`src/rtl/dbg_loader_pkg.sv`:
```
// Shared types for the debug/load controller: command opcodes, FSM states, default width.
package dbg_loader_pkg;

  localparam int XLEN_DEF = 32;

  typedef enum logic [2:0] {
    OP_NOP      = 3'd0,
    OP_WR_IMEM  = 3'd1,
    OP_WR_DMEM  = 3'd2,
    OP_RD_REG   = 3'd3,
    OP_RUN      = 3'd4,
    OP_CORE_RST = 3'd5,
    OP_DUMP     = 3'd6,
    OP_ILLEGAL  = 3'd7
  } op_e;

  typedef enum logic [2:0] {
    S_IDLE = 3'd0,
    S_EXEC = 3'd1,
    S_RUN  = 3'd2,
    S_DUMP = 3'd3,
    S_RESP = 3'd4
  } state_e;

endpackage

```
`src/rtl/dbg_loader_if.sv`:
```
// Host command/response channel of dbg_loader; master = host side, slave = loader.
interface dbg_loader_if #(
  parameter int XLEN = dbg_loader_pkg::XLEN_DEF
);
  // Both channels: a transfer occurs on a rising edge with valid && ready; the sender
  // holds valid and payload stable until that edge and never waits on ready to raise valid.
  logic            cmd_valid;
  logic            cmd_ready;
  logic [2:0]      cmd_op;
  logic [15:0]     cmd_addr;
  logic [XLEN-1:0] cmd_data;
  logic            rsp_valid;
  logic            rsp_ready;
  logic [XLEN-1:0] rsp_data;
  logic            rsp_err;
  logic            rsp_last;

  modport master (
    output cmd_valid, cmd_op, cmd_addr, cmd_data, rsp_ready,
    input  cmd_ready, rsp_valid, rsp_data, rsp_err, rsp_last
  );

  modport slave (
    input  cmd_valid, cmd_op, cmd_addr, cmd_data, rsp_ready,
    output cmd_ready, rsp_valid, rsp_data, rsp_err, rsp_last
  );
endinterface

```
`src/rtl/dbg_run_timer.sv`:
```
// Loadable down-counter: en is high while the count is non-zero, done pulses once it expires.
module dbg_run_timer #(
  parameter int CYCLE_W = 16
) (
  input  logic               clk,
  input  logic               reset_n,
  input  logic               load,
  input  logic [CYCLE_W-1:0] load_val,
  output logic               en,
  output logic               done
);

  logic [CYCLE_W-1:0] cnt;

  // A zero load still yields a done pulse so the caller never waits forever.
  always_ff @(posedge clk or negedge reset_n) begin
    if (!reset_n) begin
      cnt  <= '0;
      done <= 1'b0;
    end else if (load) begin
      cnt  <= load_val;
      done <= (load_val == '0);
    end else if (cnt != '0) begin
      cnt  <= cnt - CYCLE_W'(1);
      done <= (cnt == CYCLE_W'(1));
    end else begin
      done <= 1'b0;
    end
  end

  assign en = (cnt != '0);

endmodule

```
`src/rtl/dbg_loader.sv`:
```
// Debug/load controller for the single-cycle core: memory preload, bounded RUN, register readback.
// Define DBG_LOADER_DUMP_EN to enable the streaming register DUMP command.
module dbg_loader
  import dbg_loader_pkg::*;
#(
  parameter int XLEN       = XLEN_DEF,
  parameter int IMEM_DEPTH = 256,
  parameter int DMEM_DEPTH = 256,
  parameter int NREGS      = 32,
  parameter int CYCLE_W    = 16
) (
  input  logic                          clk,
  input  logic                          reset_n,
  dbg_loader_if.slave                   bus,
  output logic                          imem_we,
  output logic [$clog2(IMEM_DEPTH)-1:0] imem_addr,
  output logic [XLEN-1:0]               imem_wdata,
  output logic                          dmem_we,
  output logic [$clog2(DMEM_DEPTH)-1:0] dmem_addr,
  output logic [XLEN-1:0]               dmem_wdata,
  output logic [4:0]                    reg_raddr,
  input  logic [XLEN-1:0]               reg_rdata,
  input  logic [XLEN-1:0]               core_pc,
  output logic                          core_rst,
  output logic                          core_en,
  output state_e                        dbg_state
);

  localparam int IAW = $clog2(IMEM_DEPTH);
  localparam int DAW = $clog2(DMEM_DEPTH);
  localparam logic [15:0] IMEM_LIM = 16'(IMEM_DEPTH);
  localparam logic [15:0] DMEM_LIM = 16'(DMEM_DEPTH);
  localparam logic [15:0] NREG_LIM = 16'(NREGS);
`ifdef DBG_LOADER_DUMP_EN
  localparam logic [4:0] LAST_REG = 5'(NREGS - 1);
`endif

  state_e      state;
  op_e         op_q;
  op_e         op_in;
  logic [15:0] addr_q;
  logic        accept;
  logic        run_done;

  assign op_in     = op_e'(bus.cmd_op);
  assign accept    = (state == S_IDLE) && bus.cmd_valid && bus.cmd_ready;
  assign dbg_state = state;

  dbg_run_timer #(.CYCLE_W(CYCLE_W)) u_timer (
    .clk      (clk),
    .reset_n  (reset_n),
    .load     (accept && (op_in == OP_RUN)),
    .load_val (bus.cmd_data[CYCLE_W-1:0]),
    .en       (core_en),
    .done     (run_done)
  );

  always_ff @(posedge clk or negedge reset_n) begin
    if (!reset_n) begin
      state         <= S_IDLE;
      op_q          <= OP_NOP;
      addr_q        <= '0;
      bus.cmd_ready <= 1'b0;
      bus.rsp_valid <= 1'b0;
      bus.rsp_data  <= '0;
      bus.rsp_err   <= 1'b0;
      bus.rsp_last  <= 1'b0;
      imem_we       <= 1'b0;
      imem_addr     <= '0;
      imem_wdata    <= '0;
      dmem_we       <= 1'b0;
      dmem_addr     <= '0;
      dmem_wdata    <= '0;
      reg_raddr     <= '0;
      core_rst      <= 1'b1;
    end else begin
      imem_we <= 1'b0;
      dmem_we <= 1'b0;
      case (state)
        S_IDLE: begin
          if (accept) begin
            bus.cmd_ready <= 1'b0;
            op_q          <= op_in;
            addr_q        <= bus.cmd_addr;
            state         <= S_EXEC;
            // Side effects are launched here so they are visible during the EXEC cycle.
            case (op_in)
              OP_WR_IMEM: begin
                imem_we    <= (bus.cmd_addr < IMEM_LIM);
                imem_addr  <= bus.cmd_addr[IAW-1:0];
                imem_wdata <= bus.cmd_data;
              end
              OP_WR_DMEM: begin
                dmem_we    <= (bus.cmd_addr < DMEM_LIM);
                dmem_addr  <= bus.cmd_addr[DAW-1:0];
                dmem_wdata <= bus.cmd_data;
              end
              OP_RD_REG:   reg_raddr <= bus.cmd_addr[4:0];
              OP_CORE_RST: core_rst  <= 1'b1;
              OP_RUN: begin
                core_rst <= 1'b0;
                state    <= S_RUN;
              end
`ifdef DBG_LOADER_DUMP_EN
              OP_DUMP: begin
                reg_raddr <= '0;
                state     <= S_DUMP;
              end
`endif
              default: ;
            endcase
          end else begin
            bus.cmd_ready <= 1'b1;
          end
        end
        S_EXEC: begin
          state         <= S_RESP;
          bus.rsp_valid <= 1'b1;
          bus.rsp_last  <= 1'b1;
          bus.rsp_err   <= 1'b0;
          bus.rsp_data  <= '0;
          case (op_q)
            OP_WR_IMEM: begin
              bus.rsp_data <= XLEN'(addr_q);
              bus.rsp_err  <= (addr_q >= IMEM_LIM);
            end
            OP_WR_DMEM: begin
              bus.rsp_data <= XLEN'(addr_q);
              bus.rsp_err  <= (addr_q >= DMEM_LIM);
            end
            OP_RD_REG: begin
              if (addr_q >= NREG_LIM) bus.rsp_err  <= 1'b1;
              else                    bus.rsp_data <= reg_rdata;
            end
            OP_CORE_RST: core_rst <= 1'b0;
            OP_NOP:      ;
            default:     bus.rsp_err <= 1'b1;
          endcase
        end
        S_RUN: begin
          // done arrives in the first cycle with core_en low, so core_pc is settled.
          if (run_done) begin
            state         <= S_RESP;
            bus.rsp_valid <= 1'b1;
            bus.rsp_last  <= 1'b1;
            bus.rsp_err   <= 1'b0;
            bus.rsp_data  <= core_pc;
          end
        end
`ifdef DBG_LOADER_DUMP_EN
        S_DUMP: begin
          state         <= S_RESP;
          bus.rsp_valid <= 1'b1;
          bus.rsp_last  <= (reg_raddr == LAST_REG);
          bus.rsp_err   <= 1'b0;
          bus.rsp_data  <= reg_rdata;
        end
`endif
        S_RESP: begin
          if (bus.rsp_ready) begin
            bus.rsp_valid <= 1'b0;
            bus.cmd_ready <= 1'b1;
            state         <= S_IDLE;
`ifdef DBG_LOADER_DUMP_EN
            if (op_q == OP_DUMP && !bus.rsp_last) begin
              bus.cmd_ready <= 1'b0;
              reg_raddr     <= reg_raddr + 5'd1;
              state         <= S_DUMP;
            end
`endif
          end
        end
        default: state <= S_IDLE;
      endcase
    end
  end

endmodule
```
`src/flat_wrapper.sv`:
```
// flat-port wrapper written by rule: the top's interface ports become plain ports
module dbg_loader_flat import dbg_loader_pkg::*;
#(
  parameter int XLEN       = XLEN_DEF,
  parameter int IMEM_DEPTH = 256,
  parameter int DMEM_DEPTH = 256,
  parameter int NREGS      = 32,
  parameter int CYCLE_W    = 16
)
  (clk, reset_n, imem_we, imem_addr, imem_wdata, dmem_we, dmem_addr, dmem_wdata, reg_raddr, reg_rdata, core_pc, core_rst, core_en, dbg_state, bus_cmd_valid, bus_cmd_op, bus_cmd_addr, bus_cmd_data, bus_rsp_ready, bus_cmd_ready, bus_rsp_valid, bus_rsp_data, bus_rsp_err, bus_rsp_last);
  dbg_loader_if #(.XLEN(XLEN)) bus_i ();
  input  logic clk;
  input  logic reset_n;
  output logic imem_we;
  output logic [$clog2(IMEM_DEPTH)-1:0] imem_addr;
  output logic [XLEN-1:0] imem_wdata;
  output logic dmem_we;
  output logic [$clog2(DMEM_DEPTH)-1:0] dmem_addr;
  output logic [XLEN-1:0] dmem_wdata;
  output logic [4:0] reg_raddr;
  input  logic [XLEN-1:0] reg_rdata;
  input  logic [XLEN-1:0] core_pc;
  output logic core_rst;
  output logic core_en;
  output state_e dbg_state;
  input wire logic [$bits(bus_i.cmd_valid)-1:0] bus_cmd_valid;
  input wire logic [$bits(bus_i.cmd_op)-1:0] bus_cmd_op;
  input wire logic [$bits(bus_i.cmd_addr)-1:0] bus_cmd_addr;
  input wire logic [$bits(bus_i.cmd_data)-1:0] bus_cmd_data;
  input wire logic [$bits(bus_i.rsp_ready)-1:0] bus_rsp_ready;
  output wire logic [$bits(bus_i.cmd_ready)-1:0] bus_cmd_ready;
  output wire logic [$bits(bus_i.rsp_valid)-1:0] bus_rsp_valid;
  output wire logic [$bits(bus_i.rsp_data)-1:0] bus_rsp_data;
  output wire logic [$bits(bus_i.rsp_err)-1:0] bus_rsp_err;
  output wire logic [$bits(bus_i.rsp_last)-1:0] bus_rsp_last;
  assign bus_i.cmd_valid = bus_cmd_valid;
  assign bus_i.cmd_op = bus_cmd_op;
  assign bus_i.cmd_addr = bus_cmd_addr;
  assign bus_i.cmd_data = bus_cmd_data;
  assign bus_i.rsp_ready = bus_rsp_ready;
  assign bus_cmd_ready = bus_i.cmd_ready;
  assign bus_rsp_valid = bus_i.rsp_valid;
  assign bus_rsp_data = bus_i.rsp_data;
  assign bus_rsp_err = bus_i.rsp_err;
  assign bus_rsp_last = bus_i.rsp_last;
  dbg_loader #(.XLEN(XLEN), .IMEM_DEPTH(IMEM_DEPTH), .DMEM_DEPTH(DMEM_DEPTH), .NREGS(NREGS), .CYCLE_W(CYCLE_W)) u_core (.clk(clk), .reset_n(reset_n), .bus(bus_i), .imem_we(imem_we), .imem_addr(imem_addr), .imem_wdata(imem_wdata), .dmem_we(dmem_we), .dmem_addr(dmem_addr), .dmem_wdata(dmem_wdata), .reg_raddr(reg_raddr), .reg_rdata(reg_rdata), .core_pc(core_pc), .core_rst(core_rst), .core_en(core_en), .dbg_state(dbg_state));
endmodule
```
`config.mk`:
```
export PLATFORM = sky130hd
export DESIGN_NAME = dbg_loader_flat
export DESIGN_NICKNAME = d
export VERILOG_FILES = /design/src/rtl/dbg_loader_pkg.sv /design/src/rtl/dbg_loader_if.sv /design/src/rtl/dbg_run_timer.sv /design/src/rtl/dbg_loader.sv /design/src/flat_wrapper.sv
export SDC_FILE = /design/constraint.sdc
export NUM_CORES = 1
export LEC_CHECK = 0
export BUFFER_PORTS_ARGS = -buffer_cell sky130_fd_sc_hd__buf_4
export CORE_ASPECT_RATIO = 0.75
export CORE_MARGIN = 2
export CORE_UTILIZATION = 40
export CTS_CLUSTER_SIZE = 8
export DETAILED_ROUTE_END_ITERATION = 8
export PLACE_DENSITY = 0.66
export SLEW_MARGIN = 10
export SYNTH_ARGS = -nofsm -noshare
export SYNTH_HDL_FRONTEND = slang
export SYNTH_SLANG_ARGS = --single-unit
```
`constraint.sdc`:
```
create_clock -name clk -period 3.1 [get_ports clk]
set_input_delay 0.465 -clock clk [delete_from_list [all_inputs] [get_ports clk]]
set_output_delay 0.465 -clock clk [all_outputs]
set_load 0.03 [all_outputs]
```
**Word level (Yosys, flattened, before mapping)**

Index checks and enable logic that the tools add are counted.

- Register bits after elaboration: 163
- Output and inout port bits: 128

- Add/subtract/negate cells: 1
- Equality and inequality tests: 18
- Reduce and logical (&&, ||, !) cells: 23
- Order comparisons: 3
- Multiplexer cells: 34

Operators with widths:

| cell | count |
|---|---|
| $pmux 32 s2 | 2 |
| $mux 32 | 2 |
| $mux 16 | 2 |
| $eq 16x1->1 const B | 1 |
| $ge 16x6->1 const B | 1 |
| $ge 16x9->1 const B | 1 |
| $logic_not 16->1 | 1 |
| $lt 16x9->1 const B | 1 |
| $mux 1 | 16 |
| $reduce_bool 16->1 | 1 |
| $sub 16x1->16 const B | 1 |
| $eq 3x2->1 const B | 5 |
| $reduce_and 3->1 | 5 |
| $eq 3x3->1 const B | 4 |
| $pmux 3 s4 | 1 |
| $pmux 1 s2 | 5 |
| $eq 3x1->1 const B | 3 |
| $mux 3 | 3 |
| $reduce_bool 2->1 | 4 |
| $logic_not 3->1 | 2 |
| $ne 2x2->1 const B | 3 |
| $pmux 1 s3 | 2 |
| $reduce_and 2->1 | 3 |
| $reduce_and 4->1 | 1 |
| other kinds (6) | 9 |

**Logic depth before layout (Yosys ltp)**

- Word-level depth: 5
- Mapped depth: 8
- Depth with buffers taken out: 7

**Modules after synthesis**

Synthesis repeated with hierarchy kept, for this count alone.

- Cells, all modules: 619
- Area, all modules: 7174.4 um^2

Modules (own cells, without submodules):

| module | instances | area each (um^2) | seq. area each (um^2) | cells each |
|---|---|---|---|---|
| dbg_loader | 1 | 6085.8 | 3654.8 | 501 |
| dbg_run_timer | 1 | 1088.5 | 425.4 | 118 |

**Worst setup path after synthesis**

OpenSTA, ideal clock, no wires.

- Kind: register to register
- Start point: register u_core.u_timer.cnt[0]
- End point: register u_core.u_timer.cnt[1]
- Data required time: 2.973 ns
- Data arrival time: 1.978 ns
- Library setup time: 0.127 ns
- Path slack: 0.995 ns
- Cell stages (with the launch flop): 9
- Buffers on the path: 1
- Path through: dfrtp_1 > inv_1 > ha_1 > nor4b_2 > and4_1 > buf_2 > inv_2 > mux2i_1 > mux2_1

RTL lines:

| element | line | text |
|---|---|---|
| from (decl) | dbg_run_timer.sv:13 | `logic [CYCLE_W-1:0] cnt;` |
| from (signal assigned) | dbg_run_timer.sv:21 | `cnt <= load_val;` |
| from (signal assigned) | dbg_run_timer.sv:24 | `cnt <= cnt - CYCLE_W'(1);` |
| $reduce_bool 16->1 | n/a |  |
| net core_en | flat_wrapper.sv:24 | `output logic core_en;` |
| $reduce_bool 2->1 (no source line) | n/a |  |

The timed path passes the listed nets, and every way through them passes these cells. The select of a mux whose other input is x is not followed.
A chain may end at the register's enable or synchronous reset.

**Final worst setup path**

- Start point: register u_core.u_timer.cnt[0]
- End point: output port core_en

- Longest elaborated chain between the ends: 1

Ends and longest elaborated chain:

| element | line | text |
|---|---|---|
| $reduce_bool 16->1 | dbg_run_timer.sv:31 | `assign en = (cnt != '0);` |
| to (decl) | flat_wrapper.sv:24 |  |

Every way passes these cells.

==> results.json <==
{
  "critical_path.max_fanout": 6,
  "grt_antenna_before_repair": 0,
  "syn_inst": 586,
  "start_util_pct": 40.7,
  "grt_pass1_wl_um": 30600,
  "route.detailed.drc": 0,
  "hold_class": "primary input to async pin",
  "dpl.hpwl_um": 14600,
  "grt.overflow.total": 0,
  "firstDrtPassIters": 5,
  "numCtsBuffers": 17,
  "fin_worst_skew_ns": 0.00865,
  "cts_max_level": 4,
  "p_per_area_nw_per_um2": 1110,
  "avgSynthCellArea_um2": 12.2,
  "synth.most_common_cell": "dfrtp_1",
  "cts_tree": "done",
  "cp.arrival_ns": 2.15,
  "slew_violations": 0,
  "rsz0062_at_grt": "false",
  "busiest_layer": "met2",
  "tns_ns": 0,
  "wl_per_cell_um": 18.1,
  "cts_setup_buffers": 0,
  "synthTopCellsByArea": "dfrtp_1 (57%), mux2_2 (16%), nand2_1 (2.7%)",
  "final.min_clock_period_ns": 2.61,
  "p_leak_nw": 4.48,
  "synth-edff-count": 0,
  "ys.flop_type": "dfrtp_1",
  "yosysTopAreaCellShare_pct": 56.8,
  "fin_util_pct": 55.5,
  "grt_use_met1_pct": 27.3,
  "ys_seq_elements": 163,
  "first_iter_violations": 414,
  "netlist_area_um2": 7140,
  "place.gp.congestion": 0.888,
  "num_vias": 5730,
  "fillCellCount": 1505,
  "cp-end-kind": "primary output",
  "grt_util_all_layers_pct": 20.8,
  "dieHeight_um": 120,
  "max_freq_ghz": 0.383,
  "cp.required_ns": 2.63,
  "ys_seq_area_share_pct": 57.1,
  "area_growth_pct": 36.5,
  "yosys-top-cells-count": "dfrtp_1 (162), mux2_2 (99), nand2_1 (52), nor2_1 (35), nand3_1 (25)",
  "clkTransAtPathRegs_ns": 0.06,
  "worst_pin_slew_ns": 1.11,
  "numPortBuffers": 246,
  "num_rows": 42,
  "cts.repair.resized": 0,
  "vias_per_cell": 5.30,
  "root_buffer": "clkbuf_16",
  "grt.met3_usage_pct": 6.10,
  "yosysUniqueCellTypes": 54,
  "setup_viol": 0,
  "antenna-diode-count": 0,
  "slew_headroom_pct": 25.9,
  "critical_path_class": "flop to primary output",
  "insertion_delay_ns": 0.41,
  "hold_viol": 0,
  "cp-start-kind": "flop",
  "ir_worst_vdd_v": 0.000598,
  "clock_sinks": 163,
  "wl_um": 19600,
  "use_met2_pct": 33.7,
  "io-pin-count": 247,
  "cap_violations": 0,
  "core_um2": 17600,
  "grt_max_degree": 73,
  "ant_nets": 0,
  "yosys.area.top_type": "dfrtp_1",
  "period_share_pct": 84.2,
  "ctsHoldBuffers": 0,
  "grt_pass1_vias": 5792,
  "outcome": "finished, final reports clean",
  "die_w_um": 158,
  "cts_buffer_depth": 2,
  "syn-num-nets": 708,
  "drive_gt1_share_pct": 47.9,
  "yosys_warnings": 0,
  "fin_nets": 951,
  "async_flop_share_pct": 100,
  "die_area_um2": 19000
}
cell usage in the layout, fill, tap and decap left out, types with 16 or more instances in the layout:
master	netlist	final
a221oi_1	16	16
a31oi_1	19	19
buf_4	0	260
clkbuf_16	0	17
dfrtp_1	162	162
mux2_2	99	99
nand2_1	52	52
nand3_1	25	24
nor2_1	35	35
o21ai_0	23	23
per-stage QoR:
| stage | std cells | hold WS, ns | power [W] | setup WS, ns | area [um2] |
|---|---|---|---|---|---|
| 6_report | 1082 | 0.0246 | 0.0108 | 0.489 | 9750 |
| 5_1_grt | 1082 | 0.0709 | 0.0114 | 0.303 | 9750 |
| 4_1_cts | 1082 | 0.0562 | 0.0109 | 0.469 | 9750 |
| 3_5_place_dp | 1052 | 0.478 | 0.00886 | 0.794 | 9190 |
| 3_3_place_gp | 1052 | 0.456 | 0.00872 | 0.916 | 9190 |
| 2_1_floorplan | 586 | 0.169 | 0.00694 | 0.995 | 7140 |
where the power goes:
part | internal, W | switching (W)
combinational | 0.00207 | 0.00291
clock | 0.00118 | 0.000825
sequential | 0.00312 | 0.000714
total | 0.00636 | 0.00445
final timing paths:
path                                       startpoint                     to  slack (ns)  cells past startpoint
worst min register to register    u_core.bus.rsp_last    u_core.bus.rsp_last        0.49                      1
min in group clk                     bus_cmd_data[17]  u_core.imem_wdata[17]        0.29                      2
worst max-delay path            u_core.u_timer.cnt[0]                core_en        0.49                      6
worst min-delay path                          reset_n   u_core.imem_wdata[7]        0.02                      1
worst max register to register    u_core.dbg_state[2]  u_core.imem_wdata[17]        0.80                      5
max in group asynchronous                     reset_n    u_core.dmem_addr[7]        2.22                      2
state kept, by name, summed over array words and instances, names as in the netlist, 3 cells and up:
register	flops
u_core.bus.rsp_data	32
u_core.dmem_wdata	32
u_core.imem_wdata	32
u_core.addr_q	16
u_core.u_timer.cnt	16
u_core.dmem_addr	8
u_core.imem_addr	8
u_core.reg_raddr	5
u_core.dbg_state	3
u_core.op_q	3
routing by layer:
metal / part of all wire (%) / wire [um] / vias up
met3: 8.4 / 1660 / 18
met5: 0 / 0 / -
met2: 47 / 9230 / 220
met4: 1.3 / 260 / 0
met1: 43 / 8490 / 2862
li1: - / - / 2630
final cells by class:
cell class	count	area [um2]	share of cell area [%]
clock inverters	9	81.3	0.834
well taps	242	303	3.11
repair buffers	261	1960	20.1
inverters	6	22.5	0.231
clock buffers	21	480	4.93
multi-input cells	380	2820	28.9
flip-flops and latches	163	4080	41.9
logic make-up (layout without fill, tap and decap cells):
group | count (synthesis) | after routing | synth area share (%)
AO/OA/AOI/OAI | 98 | 98 | 8.76
buffers and inverters | 43 | 297 | 3.73
adder cells (fa/ha/maj) | 3 | 3 | 0.526
XOR/XNOR | 6 | 6 | 0.736
flip-flops | 163 | 163 | 57.1
AND/OR/NAND/NOR | 163 | 163 | 11.8
multiplexers | 110 | 110 | 17.3
worst max-delay path, stage by stage, from the launching register on:
cell and delay, ns:
dfrtp_1 0.44, inv_1 0.14, ha_1 0.17, nor4b_2 0.43, and4_1 0.31, inv_2 0.07, buf_4 0.17
Power figures use the tool's default switching activity.
